File: config.mk
export PLATFORM = sky130hd
export DESIGN_NAME = alu_op_issue_flat
export DESIGN_NICKNAME = d
export VERILOG_FILES = /design/src/rtl/alu_pkg.sv /design/src/rtl/alu_op_issue_if.sv /design/src/rtl/alu_op_decode.sv /design/src/rtl/alu_op_issue.sv /design/src/flat_wrapper.sv
export SDC_FILE = /design/constraint.sdc
export NUM_CORES = 1
export LEC_CHECK = 0
export ABC_CLOCK_PERIOD_IN_PS = 2800
export CAP_MARGIN = 10
export CORE_ASPECT_RATIO = 0.5
export CORE_MARGIN = 2
export CORE_UTILIZATION = 35
export CTS_BUF_LIST = sky130_fd_sc_hd__clkbuf_2 sky130_fd_sc_hd__clkbuf_4 sky130_fd_sc_hd__clkbuf_8
export DETAILED_ROUTE_END_ITERATION = 8
export GPL_TIMING_DRIVEN = 0
export PLACE_DENSITY = 0.79
export SYNTH_ARGS = -nofsm -noshare
export SYNTH_HDL_FRONTEND = slang
export SYNTH_SLANG_ARGS = --single-unit
File: constraint.sdc
create_clock -name CLK -period 2.8 [get_ports CLK]
set_input_delay 0.84 -clock CLK [delete_from_list [all_inputs] [get_ports CLK]]
set_output_delay 0.84 -clock CLK [all_outputs]
set_load 0.01 [all_outputs]
File: src/rtl/alu_pkg.sv
// alu_pkg: shared constants for the ID/EX ALU issue slice.
// ALU select codes, RV32 opcodes, issue FSM encoding, decode helpers.
package alu_pkg;

  localparam logic [4:0] ALU_ADD    = 5'd0;
  localparam logic [4:0] ALU_SUB    = 5'd1;
  localparam logic [4:0] ALU_AND    = 5'd2;
  localparam logic [4:0] ALU_OR     = 5'd3;
  localparam logic [4:0] ALU_XOR    = 5'd4;
  localparam logic [4:0] ALU_SLL    = 5'd5;
  localparam logic [4:0] ALU_SRL    = 5'd6;
  localparam logic [4:0] ALU_SRA    = 5'd7;
  localparam logic [4:0] ALU_MUL    = 5'd8;
  localparam logic [4:0] ALU_MULH   = 5'd9;
  localparam logic [4:0] ALU_MULHU  = 5'd10;
  localparam logic [4:0] ALU_MULHSU = 5'd11;
  localparam logic [4:0] ALU_DIV    = 5'd12;
  localparam logic [4:0] ALU_DIVU   = 5'd13;
  localparam logic [4:0] ALU_REM    = 5'd14;
  localparam logic [4:0] ALU_REMU   = 5'd15;
  localparam logic [4:0] ALU_SLT    = 5'd16;
  localparam logic [4:0] ALU_SLTU   = 5'd17;

  localparam logic [6:0] OPC_OP     = 7'b0110011;
  localparam logic [6:0] OPC_OPIMM  = 7'b0010011;
  localparam logic [6:0] OPC_LUI    = 7'b0110111;
  localparam logic [6:0] OPC_AUIPC  = 7'b0010111;
  localparam logic [6:0] OPC_LOAD   = 7'b0000011;
  localparam logic [6:0] OPC_STORE  = 7'b0100011;
  localparam logic [6:0] OPC_JAL    = 7'b1101111;
  localparam logic [6:0] OPC_JALR   = 7'b1100111;
  localparam logic [6:0] OPC_BRANCH = 7'b1100011;

  localparam logic [6:0] F7_BASE = 7'b0000000;
  localparam logic [6:0] F7_ALT  = 7'b0100000;
  localparam logic [6:0] F7_MEXT = 7'b0000001;

  localparam logic [1:0] ST_EMPTY  = 2'd0;
  localparam logic [1:0] ST_SETTLE = 2'd1;
  localparam logic [1:0] ST_HOLD   = 2'd2;

  typedef enum logic [1:0] {
    OP1_ZERO,
    OP1_RS1,
    OP1_PC
  } op1_sel_e;

  typedef enum logic [2:0] {
    OP2_ZERO,
    OP2_RS2,
    OP2_IMM,
    OP2_SHAMT,
    OP2_FOUR
  } op2_sel_e;

  function automatic logic [4:0] base_sel(
    input logic [2:0] f3
  );
    logic [4:0] s;
    s = ALU_ADD;
    unique case (f3)
      3'b000: s = ALU_ADD;
      3'b001: s = ALU_SLL;
      3'b010: s = ALU_SLT;
      3'b011: s = ALU_SLTU;
      3'b100: s = ALU_XOR;
      3'b101: s = ALU_SRL;
      3'b110: s = ALU_OR;
      3'b111: s = ALU_AND;
    endcase
    return s;
  endfunction

  function automatic logic [4:0] m_sel(
    input logic [2:0] f3
  );
    logic [4:0] s;
    s = ALU_MUL;
    unique case (f3)
      3'b000: s = ALU_MUL;
      3'b001: s = ALU_MULH;
      3'b010: s = ALU_MULHSU;
      3'b011: s = ALU_MULHU;
      3'b100: s = ALU_DIV;
      3'b101: s = ALU_DIVU;
      3'b110: s = ALU_REM;
      3'b111: s = ALU_REMU;
    endcase
    return s;
  endfunction

endpackage

File: src/rtl/alu_op_issue_if.sv
// alu_op_issue_if: ID-side instruction and EX-side ALU slot bundle.
// slave = issue block, master = driver of ID fields / consumer of EX.
interface alu_op_issue_if;
  logic        ID_VALID;
  logic        ID_READY;
  logic [6:0]  OPCODE;
  logic [2:0]  FUNCT3;
  logic [6:0]  FUNCT7;
  logic [31:0] RS1_DATA;
  logic [31:0] RS2_DATA;
  logic [31:0] IMM;
  logic [31:0] PC;
  logic [4:0]  RD_ADDR;
  logic [31:0] ALU_DATA1;
  logic [31:0] ALU_DATA2;
  logic [4:0]  ALU_SELECT;
  logic        EX_VALID;
  logic        EX_READY;
  logic [4:0]  EX_RD_ADDR;
  logic        EX_WB_EN;
  logic        ILLEGAL;

  modport slave (
    input  ID_VALID, OPCODE, FUNCT3, FUNCT7,
    input  RS1_DATA, RS2_DATA, IMM, PC,
    input  RD_ADDR, EX_READY,
    output ID_READY, ALU_DATA1, ALU_DATA2,
    output ALU_SELECT, EX_VALID, EX_RD_ADDR,
    output EX_WB_EN, ILLEGAL
  );

  modport master (
    output ID_VALID, OPCODE, FUNCT3, FUNCT7,
    output RS1_DATA, RS2_DATA, IMM, PC,
    output RD_ADDR, EX_READY,
    input  ID_READY, ALU_DATA1, ALU_DATA2,
    input  ALU_SELECT, EX_VALID, EX_RD_ADDR,
    input  EX_WB_EN, ILLEGAL
  );
endinterface

File: src/rtl/alu_op_decode.sv
// alu_op_decode: opcode/funct -> ALU select, operand muxes, flags.
// M ops decode only when ALU_ISSUE_M_EXT_EN is defined.
module alu_op_decode
  import alu_pkg::*;
(
  input  logic [6:0] i_opcode,
  input  logic [2:0] i_funct3,
  input  logic [6:0] i_funct7,
  output logic [4:0] o_sel,
  output op1_sel_e   o_op1,
  output op2_sel_e   o_op2,
  output logic       o_wb_en,
  output logic       o_illegal,
  output logic       o_is_mul,
  output logic       o_is_div
);

  // Table decode; illegal forces zero operands, ADD, no writeback
  always_comb begin
    o_sel     = ALU_ADD;
    o_op1     = OP1_ZERO;
    o_op2     = OP2_ZERO;
    o_wb_en   = 1'b0;
    o_illegal = 1'b0;
    o_is_mul  = 1'b0;
    o_is_div  = 1'b0;
    unique case (i_opcode)
      OPC_OP: begin
        o_op1   = OP1_RS1;
        o_op2   = OP2_RS2;
        o_wb_en = 1'b1;
        unique case (i_funct7)
          F7_BASE: o_sel = base_sel(i_funct3);
          F7_ALT: begin
            if (i_funct3 == 3'b000)
              o_sel = ALU_SUB;
            else if (i_funct3 == 3'b101)
              o_sel = ALU_SRA;
            else
              o_illegal = 1'b1;
          end
`ifdef ALU_ISSUE_M_EXT_EN
          F7_MEXT: begin
            o_sel    = m_sel(i_funct3);
            o_is_mul = !i_funct3[2];
            o_is_div = i_funct3[2];
          end
`endif
          default: o_illegal = 1'b1;
        endcase
      end
      OPC_OPIMM: begin
        o_op1   = OP1_RS1;
        o_op2   = OP2_IMM;
        o_wb_en = 1'b1;
        o_sel   = base_sel(i_funct3);
        if (i_funct3 == 3'b001) begin
          o_op2 = OP2_SHAMT;
          if (i_funct7 != F7_BASE)
            o_illegal = 1'b1;
        end else if (i_funct3 == 3'b101) begin
          o_op2 = OP2_SHAMT;
          if (i_funct7 == F7_ALT)
            o_sel = ALU_SRA;
          else if (i_funct7 != F7_BASE)
            o_illegal = 1'b1;
        end
      end
      OPC_LUI: begin
        o_op2   = OP2_IMM;
        o_wb_en = 1'b1;
      end
      OPC_AUIPC: begin
        o_op1   = OP1_PC;
        o_op2   = OP2_IMM;
        o_wb_en = 1'b1;
      end
      OPC_LOAD: begin
        o_op1   = OP1_RS1;
        o_op2   = OP2_IMM;
        o_wb_en = 1'b1;
      end
      OPC_STORE: begin
        o_op1 = OP1_RS1;
        o_op2 = OP2_IMM;
      end
      OPC_JAL, OPC_JALR: begin
        o_op1   = OP1_PC;
        o_op2   = OP2_FOUR;
        o_wb_en = 1'b1;
      end
      OPC_BRANCH: begin
        o_op1 = OP1_RS1;
        o_op2 = OP2_RS2;
        unique case (i_funct3[2:1])
          2'b00: o_sel = ALU_SUB;
          2'b10: o_sel = ALU_SLT;
          2'b11: o_sel = ALU_SLTU;
          default: o_illegal = 1'b1;
        endcase
      end
      default: o_illegal = 1'b1;
    endcase
    if (o_illegal) begin
      o_sel    = ALU_ADD;
      o_op1    = OP1_ZERO;
      o_op2    = OP2_ZERO;
      o_wb_en  = 1'b0;
      o_is_mul = 1'b0;
      o_is_div = 1'b0;
    end
  end

endmodule

File: src/rtl/alu_op_issue.sv
// alu_op_issue: registers decoded ALU operands and holds the EX slot.
// ALU_ISSUE_M_EXT_EN enables M ops and the MUL/DIV settle state.
module alu_op_issue
  import alu_pkg::*;
#(
  parameter int MUL_LAT = 2,
  parameter int DIV_LAT = 4
) (
  input logic           CLK,
  input logic           RESET,
  input logic           FLUSH,
  alu_op_issue_if.slave bus
);

  logic [4:0]  w_sel;
  op1_sel_e    w_op1;
  op2_sel_e    w_op2;
  logic        w_wb_en;
  logic        w_illegal;
  logic        w_is_mul;
  logic        w_is_div;
  logic [31:0] w_d1;
  logic [31:0] w_d2;
  logic        w_ready;
  logic        w_accept;
  logic        w_wb;

  logic [1:0]  r_state;
  logic [31:0] r_d1;
  logic [31:0] r_d2;
  logic [4:0]  r_sel;
  logic [4:0]  r_rd;
  logic        r_wb;
  logic        r_ill;

`ifdef ALU_ISSUE_M_EXT_EN
  localparam logic [7:0] MUL_L = 8'(MUL_LAT);
  localparam logic [7:0] DIV_L = 8'(DIV_LAT);
  logic [7:0] r_cnt;
  logic [7:0] w_lat;
  assign w_lat = w_is_mul ? MUL_L :
                 w_is_div ? DIV_L : 8'd1;
`else
  logic w_unused;
  assign w_unused = &{1'b0, w_is_mul, w_is_div,
                      (MUL_LAT > 0), (DIV_LAT > 0)};
`endif

  alu_op_decode u_dec (
    .i_opcode  (bus.OPCODE),
    .i_funct3  (bus.FUNCT3),
    .i_funct7  (bus.FUNCT7),
    .o_sel     (w_sel),
    .o_op1     (w_op1),
    .o_op2     (w_op2),
    .o_wb_en   (w_wb_en),
    .o_illegal (w_illegal),
    .o_is_mul  (w_is_mul),
    .o_is_div  (w_is_div)
  );

  // Operand muxes driven by the decoder selects
  always_comb begin
    w_d1 = '0;
    w_d2 = '0;
    unique case (w_op1)
      OP1_RS1: w_d1 = bus.RS1_DATA;
      OP1_PC:  w_d1 = bus.PC;
      default: w_d1 = '0;
    endcase
    unique case (w_op2)
      OP2_RS2:   w_d2 = bus.RS2_DATA;
      OP2_IMM:   w_d2 = bus.IMM;
      OP2_SHAMT: w_d2 = {27'b0, bus.IMM[4:0]};
      OP2_FOUR:  w_d2 = 32'd4;
      default:   w_d2 = '0;
    endcase
  end

  assign w_ready = !FLUSH &&
                   ((r_state == ST_EMPTY) ||
                    ((r_state == ST_HOLD) && bus.EX_READY));
  assign w_accept = bus.ID_VALID && w_ready;
  assign w_wb = w_wb_en && (bus.RD_ADDR != 5'd0);

  // Issue FSM: load on accept, settle M ops, hold until EX takes it
  always_ff @(posedge CLK) begin
    if (RESET) begin
      r_state <= ST_EMPTY;
      r_d1    <= '0;
      r_d2    <= '0;
      r_sel   <= ALU_ADD;
      r_rd    <= '0;
      r_wb    <= 1'b0;
      r_ill   <= 1'b0;
`ifdef ALU_ISSUE_M_EXT_EN
      r_cnt   <= '0;
`endif
    end else if (FLUSH) begin
      r_state <= ST_EMPTY;
      r_wb    <= 1'b0;
      r_ill   <= 1'b0;
`ifdef ALU_ISSUE_M_EXT_EN
      r_cnt   <= '0;
`endif
    end else if (w_accept) begin
      r_d1  <= w_d1;
      r_d2  <= w_d2;
      r_sel <= w_sel;
      r_rd  <= bus.RD_ADDR;
      r_wb  <= w_wb;
      r_ill <= w_illegal;
`ifdef ALU_ISSUE_M_EXT_EN
      if (w_lat > 8'd1) begin
        r_state <= ST_SETTLE;
        r_cnt   <= w_lat - 8'd1;
      end else begin
        r_state <= ST_HOLD;
      end
`else
      r_state <= ST_HOLD;
`endif
    end else begin
      unique case (r_state)
`ifdef ALU_ISSUE_M_EXT_EN
        ST_SETTLE: begin
          r_cnt <= r_cnt - 8'd1;
          if (r_cnt == 8'd1)
            r_state <= ST_HOLD;
        end
`endif
        ST_HOLD: begin
          if (bus.EX_READY)
            r_state <= ST_EMPTY;
        end
        default: ;
      endcase
    end
  end

  assign bus.ID_READY   = w_ready;
  assign bus.ALU_DATA1  = r_d1;
  assign bus.ALU_DATA2  = r_d2;
  assign bus.ALU_SELECT = r_sel;
  assign bus.EX_VALID   = (r_state == ST_HOLD);
  assign bus.EX_RD_ADDR = r_rd;
  assign bus.EX_WB_EN   = r_wb;
  assign bus.ILLEGAL    = r_ill;

endmodule

File: src/flat_wrapper.sv
// flat-port wrapper written by rule: the top's interface ports become plain ports
module alu_op_issue_flat import alu_pkg::*;
#(
  parameter int MUL_LAT = 2,
  parameter int DIV_LAT = 4
)
  (CLK, RESET, FLUSH, bus_ID_VALID, bus_OPCODE, bus_FUNCT3, bus_FUNCT7, bus_RS1_DATA, bus_RS2_DATA, bus_IMM, bus_PC, bus_RD_ADDR, bus_EX_READY, bus_ID_READY, bus_ALU_DATA1, bus_ALU_DATA2, bus_ALU_SELECT, bus_EX_VALID, bus_EX_RD_ADDR, bus_EX_WB_EN, bus_ILLEGAL);
  alu_op_issue_if bus_i ();
  input logic CLK;
  input logic RESET;
  input logic FLUSH;
  input wire logic [$bits(bus_i.ID_VALID)-1:0] bus_ID_VALID;
  input wire logic [$bits(bus_i.OPCODE)-1:0] bus_OPCODE;
  input wire logic [$bits(bus_i.FUNCT3)-1:0] bus_FUNCT3;
  input wire logic [$bits(bus_i.FUNCT7)-1:0] bus_FUNCT7;
  input wire logic [$bits(bus_i.RS1_DATA)-1:0] bus_RS1_DATA;
  input wire logic [$bits(bus_i.RS2_DATA)-1:0] bus_RS2_DATA;
  input wire logic [$bits(bus_i.IMM)-1:0] bus_IMM;
  input wire logic [$bits(bus_i.PC)-1:0] bus_PC;
  input wire logic [$bits(bus_i.RD_ADDR)-1:0] bus_RD_ADDR;
  input wire logic [$bits(bus_i.EX_READY)-1:0] bus_EX_READY;
  output wire logic [$bits(bus_i.ID_READY)-1:0] bus_ID_READY;
  output wire logic [$bits(bus_i.ALU_DATA1)-1:0] bus_ALU_DATA1;
  output wire logic [$bits(bus_i.ALU_DATA2)-1:0] bus_ALU_DATA2;
  output wire logic [$bits(bus_i.ALU_SELECT)-1:0] bus_ALU_SELECT;
  output wire logic [$bits(bus_i.EX_VALID)-1:0] bus_EX_VALID;
  output wire logic [$bits(bus_i.EX_RD_ADDR)-1:0] bus_EX_RD_ADDR;
  output wire logic [$bits(bus_i.EX_WB_EN)-1:0] bus_EX_WB_EN;
  output wire logic [$bits(bus_i.ILLEGAL)-1:0] bus_ILLEGAL;
  assign bus_i.ID_VALID = bus_ID_VALID;
  assign bus_i.OPCODE = bus_OPCODE;
  assign bus_i.FUNCT3 = bus_FUNCT3;
  assign bus_i.FUNCT7 = bus_FUNCT7;
  assign bus_i.RS1_DATA = bus_RS1_DATA;
  assign bus_i.RS2_DATA = bus_RS2_DATA;
  assign bus_i.IMM = bus_IMM;
  assign bus_i.PC = bus_PC;
  assign bus_i.RD_ADDR = bus_RD_ADDR;
  assign bus_i.EX_READY = bus_EX_READY;
  assign bus_ID_READY = bus_i.ID_READY;
  assign bus_ALU_DATA1 = bus_i.ALU_DATA1;
  assign bus_ALU_DATA2 = bus_i.ALU_DATA2;
  assign bus_ALU_SELECT = bus_i.ALU_SELECT;
  assign bus_EX_VALID = bus_i.EX_VALID;
  assign bus_EX_RD_ADDR = bus_i.EX_RD_ADDR;
  assign bus_EX_WB_EN = bus_i.EX_WB_EN;
  assign bus_ILLEGAL = bus_i.ILLEGAL;
  alu_op_issue #(.MUL_LAT(MUL_LAT), .DIV_LAT(DIV_LAT)) u_core (.CLK(CLK), .RESET(RESET), .FLUSH(FLUSH), .bus(bus_i));
endmodule
==> flow_summary.toml, run 1 <==
[run_status]
status = "completed"

[power_and_ir_drop]
switchingPower_w = 0.0005927
vdd.ir_drop.worst_uv = 174.6
seqPwrFrac_pct = 48.3
finalPower_w = 0.002252
clkPwrFrac_pct = 32.9
swShare_pct = 26.32
power_frac_comb_pct = 18.9
p_per_area_mw_per_mm2 = 326.3
p_int_w = 0.001659
p_leak_nw = 2.458

[drt]
vias = 4405
first_iter_violations = 231
viasPerCell = 5.288
drc = 0
wire_per_inst_um = 16.86
first_pass_iters = 4
drt-total-wl_mm = 14.04
drtAntennaViolNets = 0

[setup_path]
critPathCaptureType = "register"
max_stage_delay_ns = 0.28
cp_max_fo = 7
reg2regPathDepth = 6
crit_type = "primary input to register"
cp_cell_sequence = "dlygate4sd2_1 -> xor2_1 -> o21a_1 -> o211ai_2 -> nand2_2 -> a211o_1 -> ha_4 -> clkbuf_16 -> a22oi_1 -> nor3_1 -> a21oi_1 -> nor2_1"
cp_slowest_cell = "dlygate4sd2_1"
cp-start-kind = "primary input"
crit_required_ns = 3.01
worstPathArrival_ns = 2.99

[cts]
clockBufferDepth = 2
htreeDepth = 3
cts.sinks = 76
cts-root-buf = "clkbuf_8"
insertion_delay_ns = 0.35
clk_pin_slew_ns = 0.08
cts_buffers = 9
cts_tree = "done"

[sta]
worst_pin_slew_ns = 0.7373
slew_headroom_pct = 50.55
fin_crit_sh_pct = 99.01
finalSetupTns_ns = 0
slew_violations = 0
setup_viol = 0
min_period_ns = 2.772
finClkSkew_ns = 0.01185
hold_viol = 0
max_freq_mhz = 360.7

[floorplan]
rows = 27
die_h_um = 78.21
io_pins = 233
start_util_pct = 35.44
die_area_mm2 = 0.01192
core_area_mm2 = 0.01088
die_x_um = 152.4

[cells_and_area]
layout-drive-gt1-share_pct = 15.55
finalNetCount = 844
syn2layout_area_growth_pct = 79.03
diodes = 0

[logic_synthesis]
ys_types = 61
yosysTopAreaCellShare_pct = 39.47
synthTopCellsByArea = "dfxtp_1 39%, a22o_1 14%, a22oi_1 6.6%, nor3_1 5.1%, a21oi_1 4.9%"
ys_ff_latch = 76
syn_avg_cell_area_um2 = 8.986
synth_top_cells_by_count = "76 x dfxtp_1, 61 x a22o_1, 41 x nor2_1"
syn_inst = 429
synth_edf_count = 0
synthesis.nets = 590
yosys.area.top_type = "dfxtp_1"
yosysMostFrequentCell = "dfxtp_1"
yosysWarnings = 0
ys_async_sr_fraction_pct = 0
synth_area_mm2 = 0.003855
seq_area_frac_synth_pct = 39.47
synthFlopType = "dfxtp_1"

[global_route]
antenna_found_initial = 0
grt_pass1_vias = 4180
grt_max_degree = 14
grt_usage_pct = 22.03
grt-ovfl-total = 0
grt_pass1_wl_mm = 21.35

[placement]
hpwl_mm = 10.27
gp_congestion = 0.8935
portBuffers = 227

[worst_hold_path]
hold_path_class = "register to register"
holdPathStages = 2

[run]
drv_cap = 0
kinds of logic after synthesis:
group / Yosys count / synth area share, %
buffers and inverters: 47 / 7.237
flip-flops: 76 / 39.47
adder cells (fa/ha/maj): 6 / 1.947
XOR/XNOR: 1 / 0.2272
other: 1 / 0.09728
AO/OA/AOI/OAI: 164 / 32.62
AND/OR/NAND/NOR: 134 / 18.40
layer usage:
metal  track usage [%]  vias up  part of all wire (%)
met3             5.356       10                   6.0
met5                 0        -                     0
met4             4.537        0                  0.85
met2             40.14      168                    51
met1             26.77     2098                    42
li1                  -     2129                     -
critical path: cells and delay by family:
kind,cells,cell delay (ns)
and+or+nand+nor,3,0.22
AOI/OAI and AO/OA,5,1.04
adders and majority gates,1,0.24
xor gates and xnor gates,1,0.18
buffers and inverters,2,0.46
metrics by stage:
stage | setup slack [ns] | hold slack (ns) | util (%) | std cells | instance area (um2)
2_1_floorplan | 0.01860 | 0.4781 | - | 429 | 3855
3_5_place_dp | -1.218 | 0.4549 | 57.99 | 801 | 6309
6_report | 0.02770 | 0.4697 | 63.45 | 833 | 6902
3_3_place_gp | -1.158 | 0.4420 | 57.99 | 801 | 6309
4_1_cts | 0.01741 | 0.4676 | 61.32 | 826 | 6670
5_1_grt | -0.008274 | 0.4822 | 63.45 | 833 | 6902
cell type report:
class / instances / area, um2
plain buffers: 41 / 341.6
clock buffers: 9 / 123.9
clock inverters: 7 / 43.79
fillers: 900 / 3976
inverters: 6 / 22.52
multi-input cells: 306 / 2227
flip-flops and latches: 76 / 1521
well taps: 145 / 181.4
repair buffers: 243 / 2440
registers in the layout (all words and copies together), names as in the netlist:
name	flops
u_core.bus.EX_RD_ADDR	5
u_core.bus.ILLEGAL	1
u_core.bus.ALU_DATA1	32
u_core.bus.ALU_SELECT	4
u_core.bus.ALU_DATA2	32
u_core.bus.EX_WB_EN	1
u_core.r_state	1
power groups by stage:
| stage | Combinational, W | Clock [W] | Sequential [W] |
|---|---|---|---|
| 4_1_cts | 0.000405 | 0.000766 | 0.00109 |
| 2_1_floorplan | 0.000121 | 0 | 0.00112 |
| 3_5_place_dp | 0.000393 | 0 | 0.00111 |
| 5_1_grt | 0.000454 | 0.000817 | 0.00109 |
| 6_report | 0.000425 | 0.000740 | 0.00109 |
| 3_3_place_gp | 0.000388 | 0 | 0.00111 |
final timing paths:
kind | endpoint | slack (ns) | from
min reg2reg | u_core.bus.EX_RD_ADDR[0] | 0.47 | u_core.bus.EX_RD_ADDR[0]
max | u_core.bus.ALU_DATA1[8] | 0.03 | bus_FUNCT3[0]
max reg2reg | u_core.bus.ALU_SELECT[0] | 0.84 | u_core.r_state[1]
min | u_core.bus.EX_RD_ADDR[0] | 0.47 | u_core.bus.EX_RD_ADDR[0]
timing repair:
action	in CTS	in global routing
gates resized for setup	50	33
hold buffers	0	0
setup buffers	7	4
pin swaps	8	15
endpoints found under the setup margin	33	32
gates cloned	2	3
layout by cell type, fill, tap and decap left out, types with 2 or more instances in the layout:
master and n:
nand3_4 2, nor3_1 33, clkdlybuf4s50_1 216, ha_1 3
o21a_1 2, nor3_2 6, clkbuf_4 6, buf_6 5
a211oi_1 3, clkbuf_1 7, a22o_1 61, clkbuf_8 13
buf_8 6, clkinvlp_4 2, a21oi_1 38, nand3_1 6
a22oi_2 14, o21ai_0 5, clkbuf_16 3, nor2b_1 2
buf_4 18, a22o_2 2, buf_1 5, dfxtp_1 76
inv_1 5, nor4_1 2, nor2_1 40, ha_4 2
nand2b_1 5, buf_2 3, dlygate4sd2_1 4, clkinv_2 4
clkdlybuf4s15_1 2, nand2_1 20, dlymetal6s2s_1 3, clkbuf_2 2
a22oi_1 21, a32oi_1 2
No activity file was read; power rests on OpenSTA's default activity.
==> inputs of run 2 (changes only) <==
Settings changed: PLACE_DENSITY 0.79 to unset, PLACE_DENSITY_LB_ADDON set to 0.12.
==> run 2 against run 1 <==
  * Maximum frequency is 0.18% lower
  * Core utilization shrank 0.83 points
  * Clock power up 17%
  * Wire length is 6.2% lower
  * Via count decreased by 2.4%
  * Clock skew grew 0.0031 ns
  * Critical endpoint is now u_core.bus.ALU_DATA2[20]
  * Sequential share of layout area increased by 0.29 points
==> flow_summary.toml, run 2 (synthesized netlist as in run 1, its figures left out) <==
[cts]
cts.sinks = 76
cts-root-buf = "clkbuf_8"
ctsHoldBuffers = 0
clk_pin_slew_ns = 0.08
cts_tree = "done"
insertion_delay_ns = 0.35
clockBufferDepth = 2
htreeDepth = 3
cts_buffers = 9

[setup_path]
crit_required_ns = 3.09
cp_slowest_cell = "a211oi_2"
cp-start-kind = "primary input"
path_delay_family = "compound AO/OA/AOI/OAI gates"
cp_cell_sequence = "clkdlybuf4s50_1 -> and2_1 -> nand3_1 -> a211oi_2 -> buf_4 -> a22o_1 -> a22o_1"
rrSetupSlack_ns = 0.90
startpoint = "bus_OPCODE[1]"
cp-endpoint = "u_core.bus.ALU_DATA2[20]"
max_stage_delay_ns = 0.70
reg2regPathDepth = 6
critPathCaptureType = "register"
cp_max_fo = 10
crit_type = "primary input to register"
cp_num_buf_inv = 2
worstPathArrival_ns = 3.07
crit_cells = 7
cp_common_cell = "a22o_1"
reg2reg_to = "u_core.bus.ALU_DATA2[7]"
crit-reg2reg-launch = "u_core.r_state[1]"

[floorplan]
start_util_pct = 35.44
rows = 27
die_h_um = 78.21
die_x_um = 152.4
io_pins = 233
die_area_mm2 = 0.01192
core_area_mm2 = 0.01088

[sta]
max_freq_mhz = 360.1
slew_violations = 0
setup_viol = 0
fin_crit_sh_pct = 99.19
min_period_ns = 2.777
finClkSkew_ns = 0.01491
slew_headroom_pct = 42.68
rsz0062_at_grt = "yes"
hold_viol = 0
worst_pin_slew_ns = 0.8582
finalSetupTns_ns = 0

[power_and_ir_drop]
p_leak_nw = 2.414
p_per_area_mw_per_mm2 = 347.3
vdd.ir_drop.worst_uv = 240.6

[cells_and_area]
final_common_cell = "clkdlybuf4s50_1"
diodes = 0
layout.cells.non_filler = 827
finalNetCount = 838
layout_common_cells = "218 x clkdlybuf4s50_1, 76 x dfxtp_1, 61 x a22o_1, 40 x nor2_1, 37 x a21oi_1"
design_area_mm2 = 0.006812
layout-drive-gt1-share_pct = 14.37
syn2layout_area_growth_pct = 76.70

[placement]
portBuffers = 227
gp_congestion = 0.8417
placed_area_mm2 = 0.006309
hpwl_mm = 9.779
numPlacedInstances = 801

[global_route]
grt_pass1_vias = 4025
grt_max_degree = 14
grt_usage_pct = 20.91
grt-ovfl-total = 0
antenna_found_initial = 0
grt_pass1_wl_mm = 20.23

[run_status]
status = "completed"

[drt]
drt-total-wl_mm = 13.17
first_iter_violations = 249
vias = 4301
first_pass_iters = 4
drc = 0
viasPerCell = 5.201
wire_per_inst_um = 15.93
drtAntennaViolNets = 0

[run]
drv_cap = 0

[worst_hold_path]
hold_path_class = "register to register"
[run 2: through the flow]
step / hold WS [ns] / setup WS (ns) / total power [W] / util (%)
4_1_cts: 0.4562 / -0.01457 / 0.002380 / 61.34
3_3_place_gp: 0.4407 / -1.198 / 0.001501 / 57.99
5_1_grt: 0.4833 / -0.05308 / 0.002464 / 62.62
6_report: 0.4550 / 0.02268 / 0.002366 / 62.62
3_5_place_dp: 0.4453 / -1.268 / 0.001505 / 57.99
2_1_floorplan: 0.4781 / 0.01860 / 0.001236 / -
[run 2: where the power goes]
| group | total (W) | leakage [nW] | switching [W] | internal, W |
|---|---|---|---|---|
| logic | 0.000414 | 1.70 | 0.000159 | 0.000255 |
| registers | 0.00109 | 0.613 | 0.00000249 | 0.00108 |
| clock network | 0.000865 | 0.103 | 0.000415 | 0.000450 |
| total | 0.00237 | 2.41 | 0.000577 | 0.00179 |
[run 2: repair_timing]
item / in CTS / in global routing
pin swaps: 9 / 14
cloned: 1 / 0
buffers inserted: 1 / 8
endpoints found under the setup margin: 54 / 47
gates resized for setup: 56 / 23
[run 2: worst min-delay path: stages, from the launching register on]
cell and delay (ns):
dfxtp_1 0.31, nand2_1 0.05, a21oi_1 0.05
[run 2: per-layer routing]
metal  global-route usage, %  part of all wire (%)
met5                       0                     0
met4                   4.722                   1.3
met3                   7.675                   8.5
met2                   35.90                    47
met1                   25.32                    44
[run 2: final cells by class]
cell class | count | area [um2]
Buffer | 41 | 356.6
Clock buffer | 11 | 145.1
Multi-Input combinational cell | 306 | 2182
Fill cell | 968 | 4066
Sequential cell | 76 | 1521
Inverter | 6 | 22.52
Clock inverter | 5 | 60.06
Timing Repair Buffer | 237 | 2342
Tap cell | 145 | 181.4
[run 2: worst min-delay path by stage]
stage	start	end	slack, ns	cells past startpoint
global route	u_core.bus.EX_RD_ADDR[1]	u_core.bus.EX_RD_ADDR[1]	0.48	2
detailed placement	u_core.bus.EX_RD_ADDR[2]	u_core.bus.EX_RD_ADDR[2]	0.45	2
global placement	u_core.bus.ALU_SELECT[2]	u_core.bus.ALU_SELECT[2]	0.44	2
floorplan	u_core.bus.ALU_SELECT[1]	u_core.bus.ALU_SELECT[1]	0.48	2
CTS	u_core.bus.EX_RD_ADDR[2]	u_core.bus.EX_RD_ADDR[2]	0.46	2
finish	u_core.bus.EX_RD_ADDR[2]	u_core.bus.EX_RD_ADDR[2]	0.46	2
